===== config.mk =====
export PLATFORM = sky130hd
export DESIGN_NAME = rx_phase_sync
export DESIGN_NICKNAME = d
export VERILOG_FILES = /design/src/rtl/rx_phase_sync.sv
export SDC_FILE = /design/constraint.sdc
export NUM_CORES = 1
export LEC_CHECK = 0
export CORE_MARGIN = 2
export CORE_UTILIZATION = 50
export CTS_BUF_LIST = sky130_fd_sc_hd__clkbuf_4
export CTS_CLUSTER_DIAMETER = 150
export DETAILED_ROUTE_END_ITERATION = 10
export GPL_TIMING_DRIVEN = 0
export PLACE_DENSITY = 0.66
export SKIP_LAST_GASP = 1
export SYNTH_ARGS = -nofsm -noshare
export SYNTH_HDL_FRONTEND = slang
export SYNTH_SLANG_ARGS = --single-unit
export TNS_END_PERCENT = 30

===== constraint.sdc =====
create_clock -name clk -period 7.4 [get_ports clk]
set_clock_uncertainty 0.1 [all_clocks]
set_input_delay 0.74 -clock clk [delete_from_list [all_inputs] [get_ports clk]]
set_output_delay 0.74 -clock clk [all_outputs]
set_load 0.005 [all_outputs]

===== src/rtl/rx_phase_sync.sv =====
// Symbol-timing recovery: picks the decimation phase with the largest
// mean |rx_in| over a window. Option macro: RX_PHASE_OVERRIDE_EN.
module rx_phase_sync #(
  parameter int UPSAMPLE = 4,
  parameter int IN_NBITS = 8,
  parameter int WIN_LOG2 = 10,
  localparam int PW = (UPSAMPLE > 1) ? $clog2(UPSAMPLE) : 1,
  localparam int AW = IN_NBITS + WIN_LOG2
) (
  input  logic                       clk,
  input  logic                       rst,
  input  logic                       enable,
  input  logic signed [IN_NBITS-1:0] rx_in,
`ifdef RX_PHASE_OVERRIDE_EN
  input  logic                       phase_force_en,
  input  logic        [PW-1:0]       phase_force,
`endif
  output logic                       rx_bit,
  output logic                       rx_valid,
  output logic        [PW-1:0]       phase_out,
  output logic                       phase_update
);

  logic [PW-1:0]       ph_cnt;
  logic [WIN_LOG2-1:0] sym_cnt;
  logic [AW-1:0]       acc  [UPSAMPLE];
  logic [AW-1:0]       snap [UPSAMPLE];
  logic [PW-1:0]       ph_est;
  logic [PW-1:0]       ph_sel;
  logic [PW-1:0]       best_idx;
  logic [AW-1:0]       best_val;
  logic [IN_NBITS-1:0] mag;
  logic                win_end;
  logic                load_pend;
  logic                pu_allow;

  // Sample magnitude; the most negative code maps to 2^(IN_NBITS-1)
  always_comb begin
    mag = rx_in[IN_NBITS-1] ? IN_NBITS'(-rx_in) : IN_NBITS'(rx_in);
  end

  assign win_end = enable
                && (ph_cnt == PW'(UPSAMPLE - 1))
                && (sym_cnt == '1);

  // Argmax over the snapshot; strict compare keeps the lowest index on ties
  always_comb begin
    best_val = snap[0];
    best_idx = '0;
    for (int i = 1; i < UPSAMPLE; i++) begin
      if (snap[i] > best_val) begin
        best_val = snap[i];
        best_idx = PW'(i);
      end
    end
  end

  // Decimation phase: forced value when overridden, else the estimate
  always_comb begin
`ifdef RX_PHASE_OVERRIDE_EN
    ph_sel   = phase_force_en ? phase_force : ph_est;
    pu_allow = ~phase_force_en;
`else
    ph_sel   = ph_est;
    pu_allow = 1'b1;
`endif
  end

  assign phase_out = ph_sel;

  // Phase and symbol counters advance on accepted samples
  always_ff @(posedge clk) begin
    if (rst) begin
      ph_cnt  <= '0;
      sym_cnt <= '0;
    end else if (enable) begin
      ph_cnt <= ph_cnt + PW'(1);
      if (ph_cnt == PW'(UPSAMPLE - 1))
        sym_cnt <= sym_cnt + WIN_LOG2'(1);
    end
  end

  // Per-phase magnitude accumulators, snapshotted and cleared at window end
  always_ff @(posedge clk) begin
    if (rst) begin
      for (int i = 0; i < UPSAMPLE; i++) begin
        acc[i]  <= '0;
        snap[i] <= '0;
      end
    end else if (enable) begin
      for (int i = 0; i < UPSAMPLE; i++) begin
        if (win_end) begin
          snap[i] <= acc[i]
                   + ((PW'(i) == ph_cnt) ? AW'(mag) : AW'(0));
          acc[i]  <= '0;
        end else if (PW'(i) == ph_cnt) begin
          acc[i] <= acc[i] + AW'(mag);
        end
      end
    end
  end

  // Load the estimate one edge after window end, enable or not
  always_ff @(posedge clk) begin
    if (rst) begin
      load_pend    <= 1'b0;
      ph_est       <= '0;
      phase_update <= 1'b0;
    end else begin
      load_pend    <= win_end;
      phase_update <= load_pend & pu_allow;
      if (load_pend)
        ph_est <= best_idx;
    end
  end

  // Slice the sample at the selected phase; zero decides as 1
  always_ff @(posedge clk) begin
    if (rst) begin
      rx_bit   <= 1'b0;
      rx_valid <= 1'b0;
    end else begin
      rx_valid <= enable && (ph_cnt == ph_sel);
      if (enable && (ph_cnt == ph_sel))
        rx_bit <= ~rx_in[IN_NBITS-1];
    end
  end

endmodule


## Yosys cells after proc, flatten, opt, wreduce, memory -nomap -nowiden

Memories as Yosys holds them, arrays and structs flattened.
Cells that the tools add are included.
W data, S select, Z words.

| storage, ports and cells | value |
|---|---|
| flip-flop bits (word level) | 18 |
| memory bits (writable) | 144 |
| input port bits | 11 |
| output and inout port bits | 5 |
| memories kept | 2 |

| cells by class | value |
|---|---|
| add/subtract/negate cells | 11 |
| $lt $le $gt $ge | 3 |
| eq/ne operators | 6 |
| multiplexer cells | 48 |
| bitwise gates (word level) | 13 |
| reduce and logical (&&, ||, !) cells | 5 |

Memory list:

| name | words | bits a word | rd ports | clocked after memory_dff | write ports | line | RTL |
|---|---|---|---|---|---|---|---|
| acc | 4 | 18 | 4 | 0 | 4 | 26 | `logic [AW-1:0] acc [UPSAMPLE];` |
| snap | 4 | 18 | 4 | 0 | 4 | 27 | `logic [AW-1:0] snap [UPSAMPLE];` |

Operators by type and width:

| kind | count |
|---|---|
| $mux W18 | 14 |
| $add A18 B8 Y18 | 8 |
| $gt A18 B18 Y1 | 3 |
| $mux W8 | 5 |
| $mux W1 | 27 |
| $or A1 B1 Y1 | 12 |
| $add A10 B1 Y10 const B | 1 |
| $eq A10 B10 Y1 const B | 1 |
| $neg A8 Y8 | 1 |
| $eq A2 B2 Y1 const A | 2 |
| $mux W2 | 2 |
| $logic_and A1 B1 Y1 | 3 |
| $add A2 B1 Y2 const B | 1 |
| $eq A1 B2 Y1 const A | 1 |
| $eq A2 B2 Y1 | 1 |
| $eq A2 B2 Y1 const B | 1 |
| $logic_not A2 Y1 | 1 |
| $reduce_and A2 Y1 | 1 |
| $not A1 Y1 | 1 |

## Longest topological paths before layout

| depth | value |
|---|---|
| word-level depth | 9 |
| mapped depth | 24 |
| mapped depth without buffers | 21 |

## Worst setup path after synthesis

No wires, ideal clock.

| path | value |
|---|---|
| kind | register to register |
| from | mem snap[1][15] (netlist name) |
| to | reg ph_est[1], in the netlist phase_out[1] |
| setup time | 132 ps |
| arrival time | 5,296 ps |
| data required time | 7,168 ps |
| slack | 1,872 ps |
| cell stages (with the launch flop) | 24 |
| buffers on the path | 3 |
| cells stage by stage | edfxtp_1 -> ha_1 -> nand4_1 -> or3_1 -> or4_4 -> buf_6 -> a22oi_4 -> buf_8 -> a221oi_2 -> ha_1 -> nand4_1 -> nor2_1 -> a311o_1 -> o2bb2ai_1 -> inv_2 -> clkbuf_1 -> a21o_1 -> ha_1 -> and3_1 -> a221o_1 -> nand2_1 -> nand4b_1 -> o21ai_0 -> a211oi_1 |

RTL lines:

| what | line | RTL |
|---|---|---|
| from (decl) | 27 |  |
| to (signal assigned) | 113 | `ph_est <= best_idx;` |
| to (decl) | 28 | `logic [PW-1:0] ph_est;` |

==> results <==
- The number of buffers inserted to repair setup after CTS is 0.
- The detailed-placement wirelength estimate is 24.15 mm.
- The leading cell type in the layout, fill and taps excluded is sky130_fd_sc_hd__edfxtp_1.
- Wires add up to 31.54 mm.
- The congestion estimate from routability-driven global placement came to 0.8811.
- Sequential cells burn 48.4% of the power.
- The finished cells cover 0.01325 mm^2.
- Clock latency on the worst-skew pair, taken at its later pin, is 0.57 ns.
- Net switching is 33.75% of the power.
- For this block, the initial DRC count from the detailed router was 915.
- Cells with a size suffix above 1 make up 4.967% of the layout.
- The part of the cycle the worst path needs is 86.92%.
- The initial utilization of the core area, before any placement, comes to 50.87%.
- The worst register-to-register path ends at phase_out[0].
- The primary flip-flop cell chosen by synthesis mapping is sky130_fd_sc_hd__edfxtp_1.
- The clock network power share is 26.1%.
- The power density over the cells is 170.2 mW/mm^2.
- The Yosys step of the flow raised 0 warnings.
- The post-detailed-route wirelength per cell is 18.62 um.
- Measured against its own limit, the worst slew margin works out to 24.03%.
- Once routing completed, OpenROAD measured the worst setup slack at 0.9682 ns.
- The number of clock buffers inserted by TritonCTS is 17.
- The number of pins exceeding their max-slew limit in the final report is 0.
- A synthesized cell averages 9.373 um^2.
- The fmax is 155.5 MHz.
- The analysis attributes to net switching a power of 0.0007612 W.
- Data on the critical path is required at its endpoint by 7.75 ns.
- The nature of the critical path startpoint is a register.
- The mapped netlist covers 0.01237 mm^2.
- For this design, the sink count on the clock tree is 162.
- The number of global-route vias before repair is 9320.
- The maximum ir drop on the vdd rail is 0.0001011 V.
- The first global-routing pass estimated 50.31 mm of wire.
- The number of primary I/O pins is 16.
- The worst setup slack for register-to-register paths is 0.97 ns.
- The detailed-routing iteration count for the pre-antenna-repair pass is 5.
- The floorplan step defined a die boundary enclosing 0.02602 mm^2.
- In this run the worst path has a maximum fanout of 10.
- The launching instance or port of the critical path is snap[1][16].
- The number of maximum-capacitance constraint violations is 0.
- The transition time at the pin with the least slew margin is 1.137 ns.
- For this run the aggregate overflow at the end of global routing stands at 0.
- Counting flops and latches in the post-synthesis netlist gives 162.
- The final route contains 9963 vias.
- The floorplan die height is 161.3 um.
- The pin count of the biggest net entering global routing is 74.
- The die is 161.3 um wide.
- After the last flow step, the layout net total stands at 1499.
- The clock tree root driver cell is sky130_fd_sc_hd__clkbuf_4.
- After detailed routing, the number of remaining DRC violations is 0.
- Once placement completed, the tool counted placed cells totaling 1661.
- Global routing consumed, over all layers together, 24.73% of the routing resources.
- The flow ran to the end, and the final reports show no timing, DRC or antenna violations.
- After synthesis, the netlist uses 59 different library cells.
- After clock tree synthesis, the clock-pin slew on the worst setup and hold paths is 0.18 ns.
- The startpoint of the worst register-to-register path is snap[1][16].
- The analysis attributes to cell leakage a power of 5.324 nW.
- The category of the most critical setup path is register to register.
- The placeable core area is 0.02432 mm^2.
- The worst register-to-register path has a depth of 23.
- The worst hold path begins at sym_cnt[9].
- Yosys mapped a number of flops with a built-in enable equal to 144.
- Synthesis produced a netlist whose cell count is 1320.
- The number of nets with antenna violations after detailed routing is 0.
- The number of non-filler instances in the completed layout is 1694.
- The fraction of power consumed by combinational cells is 25.4%.
- The count of buffers from port buffering is 14.
- The floorplan has 57 rows.
- The overall power consumption is 0.002256 W.
- After clock tree synthesis, the repair step resized 0 gates.
- At the placement stage, the worst setup path has a slack of 1.007 ns.
- The number of endpoints with negative hold slack in the final report is 0.
- Summing the sequential cell areas from Yosys gives 37.86% of the chip area.
- The share of synthesized registers carrying an async set or reset is 0%.
- The worst setup path is captured at a register.
- The maximum clock insertion buffer count is 2.
- The library cells used most frequently in the layout, excluding fill and tap cells, are sky130_fd_sc_hd__edfxtp_1, sky130_fd_sc_hd__nor2_1, sky130_fd_sc_hd__ha_1, sky130_fd_sc_hd__nand2_1, sky130_fd_sc_hd__a21oi_1.
- Synthesis produced a netlist with a net count of 1463.
- Setup repair after global routing left no endpoint under its margin.
- The hold-critical path endpoint is sym_cnt[9].
- The placement-stage cell area is 0.01294 mm^2.
- Dividing the detail-routed via count by the number of cells gives 5.881.
- The cell-internal power is 0.001494 W.
- The H-tree depth is 4.
- In this run the worst hold path is classified as register to register.
- From synthesis to final layout, the design area changed by 7.110%.
- The final total negative setup slack is 0 ns.
- The worst hold path passes through 2 cells.
- After layout, the minimum clock period comes to 6.432 ns.
- The initial antenna violation count came to 1.
- Setup violations remaining at the end of the flow were counted as 0.
- The clock tree from TritonCTS is yes.
- The arrival time of the worst setup path is 6.78 ns.
- The number of hold buffers added after CTS is 0.
per-stage QoR:
stage	utilization, %	hold slack (ns)
final	54.49	0.4036
after floorplan	-	0.3585
after detailed placement	53.22	0.3794
after CTS	54.46	0.4070
after global routing	54.49	0.4343
after global placement	53.12	0.3679
cells by family after synthesis:
group,Yosys count,share of synthesized area [%]
xor+xnor,75,5.309
compound gates,302,16.44
fa+ha+maj,132,13.83
buf+inv,112,3.621
mux,28,2.296
simple gates,509,20.63
flops,162,37.86
final cells by class:
type	count	area, um^2
Buffer	40	177.7
Antenna cell	1	2.502
Multi-Input combinational cell	1046	7252
Clock buffer	18	135.1
Fill cell	2205	11070
Sequential cell	162	4684
Inverter	72	272.8
Tap cell	324	405.4
Clock inverter	14	166.4
Timing Repair Buffer	17	155.1
worst max-delay path by stage:
stage	slack (ns)	cells past startpoint	end
6_report	0.97	23	phase_out[0]
2_1_floorplan	1.87	23	phase_out[1]
5_1_grt	0.45	23	phase_out[0]
3_3_place_gp	1.06	23	phase_out[0]
3_5_place_dp	1.01	23	phase_out[1]
4_1_cts	0.99	23	phase_out[0]
cell usage after synthesis (all sizes together), types with 9 or more instances:
master | instances | area, um^2
a21o | 34 | 255.2
and3 | 47 | 294.0
nand2b | 22 | 137.6
o31ai | 12 | 90.09
nor2 | 139 | 521.8
nor3 | 38 | 190.2
nand4 | 17 | 106.4
xor2 | 28 | 245.2
nand2 | 93 | 349.1
clkbuf | 30 | 112.6
edfxtp | 144 | 4324
nand3 | 21 | 105.1
nor2b | 51 | 319.1
xnor2 | 47 | 411.6
o21ai | 75 | 375.4
dfxtp | 18 | 360.4
ha | 124 | 1551
buf | 10 | 65.06
o211ai | 9 | 67.56
a221oi | 18 | 220.2
and2 | 24 | 150.1
inv | 72 | 270.3
a21oi | 77 | 385.4
mux2i | 25 | 250.2
a211oi | 17 | 127.6
or3 | 30 | 187.7
o21a | 20 | 150.1
registers in the layout, summed over array words and instances (netlist names):
| register | cells |
|---|---|
| snap | 72 |
| phase_out | 2 |
| acc | 72 |
| rx_bit | 1 |
| sym_cnt | 10 |
| rx_valid | 1 |
| phase_update | 1 |
| load_pend | 1 |
| ph_cnt | 2 |
power groups by stage:
| stage | Sequential [W] | Combinational, W | Clock (W) |
|---|---|---|---|
| final | 0.00109 | 0.000574 | 0.000589 |
| after detailed placement | 0.00111 | 0.000562 | 0 |
| after global placement | 0.00111 | 0.000549 | 0 |
| after floorplan | 0.00109 | 0.000424 | 0 |
| after global routing | 0.00110 | 0.000645 | 0.000627 |
| after CTS | 0.00109 | 0.000568 | 0.000598 |
critical path, cell delays in order, from the launching register on:
cell	delay [ns]
sky130_fd_sc_hd__edfxtp_1	0.49
sky130_fd_sc_hd__ha_1	0.33
sky130_fd_sc_hd__nand4_1	0.14
sky130_fd_sc_hd__or3_1	0.43
sky130_fd_sc_hd__or4_4	0.52
sky130_fd_sc_hd__buf_6	0.16
sky130_fd_sc_hd__a22oi_4	0.35
sky130_fd_sc_hd__buf_8	0.21
sky130_fd_sc_hd__a221oi_2	0.09
sky130_fd_sc_hd__ha_1	0.30
sky130_fd_sc_hd__nand4_1	0.15
sky130_fd_sc_hd__nor2_1	0.08
sky130_fd_sc_hd__a311o_1	0.35
sky130_fd_sc_hd__o2bb2ai_1	0.54
sky130_fd_sc_hd__inv_2	0.23
sky130_fd_sc_hd__clkbuf_1	0.29
sky130_fd_sc_hd__a21o_1	0.22
sky130_fd_sc_hd__ha_1	0.28
sky130_fd_sc_hd__and3_1	0.20
sky130_fd_sc_hd__a221o_1	0.34
sky130_fd_sc_hd__nand2_1	0.06
sky130_fd_sc_hd__nand4b_1	0.10
sky130_fd_sc_hd__o21ai_0	0.24
sky130_fd_sc_hd__a211oi_1	0.10
per-layer routing:
| metal | GRT usage [%] | part of all wire (%) |
|---|---|---|
| met4 | 7.265 | 2.3 |
| met1 | 36.35 | 49 |
| met2 | 37.16 | 43 |
| met3 | 4.674 | 5.7 |
| met5 | 0 | 0 |
(Power assumes the default switching activity.)
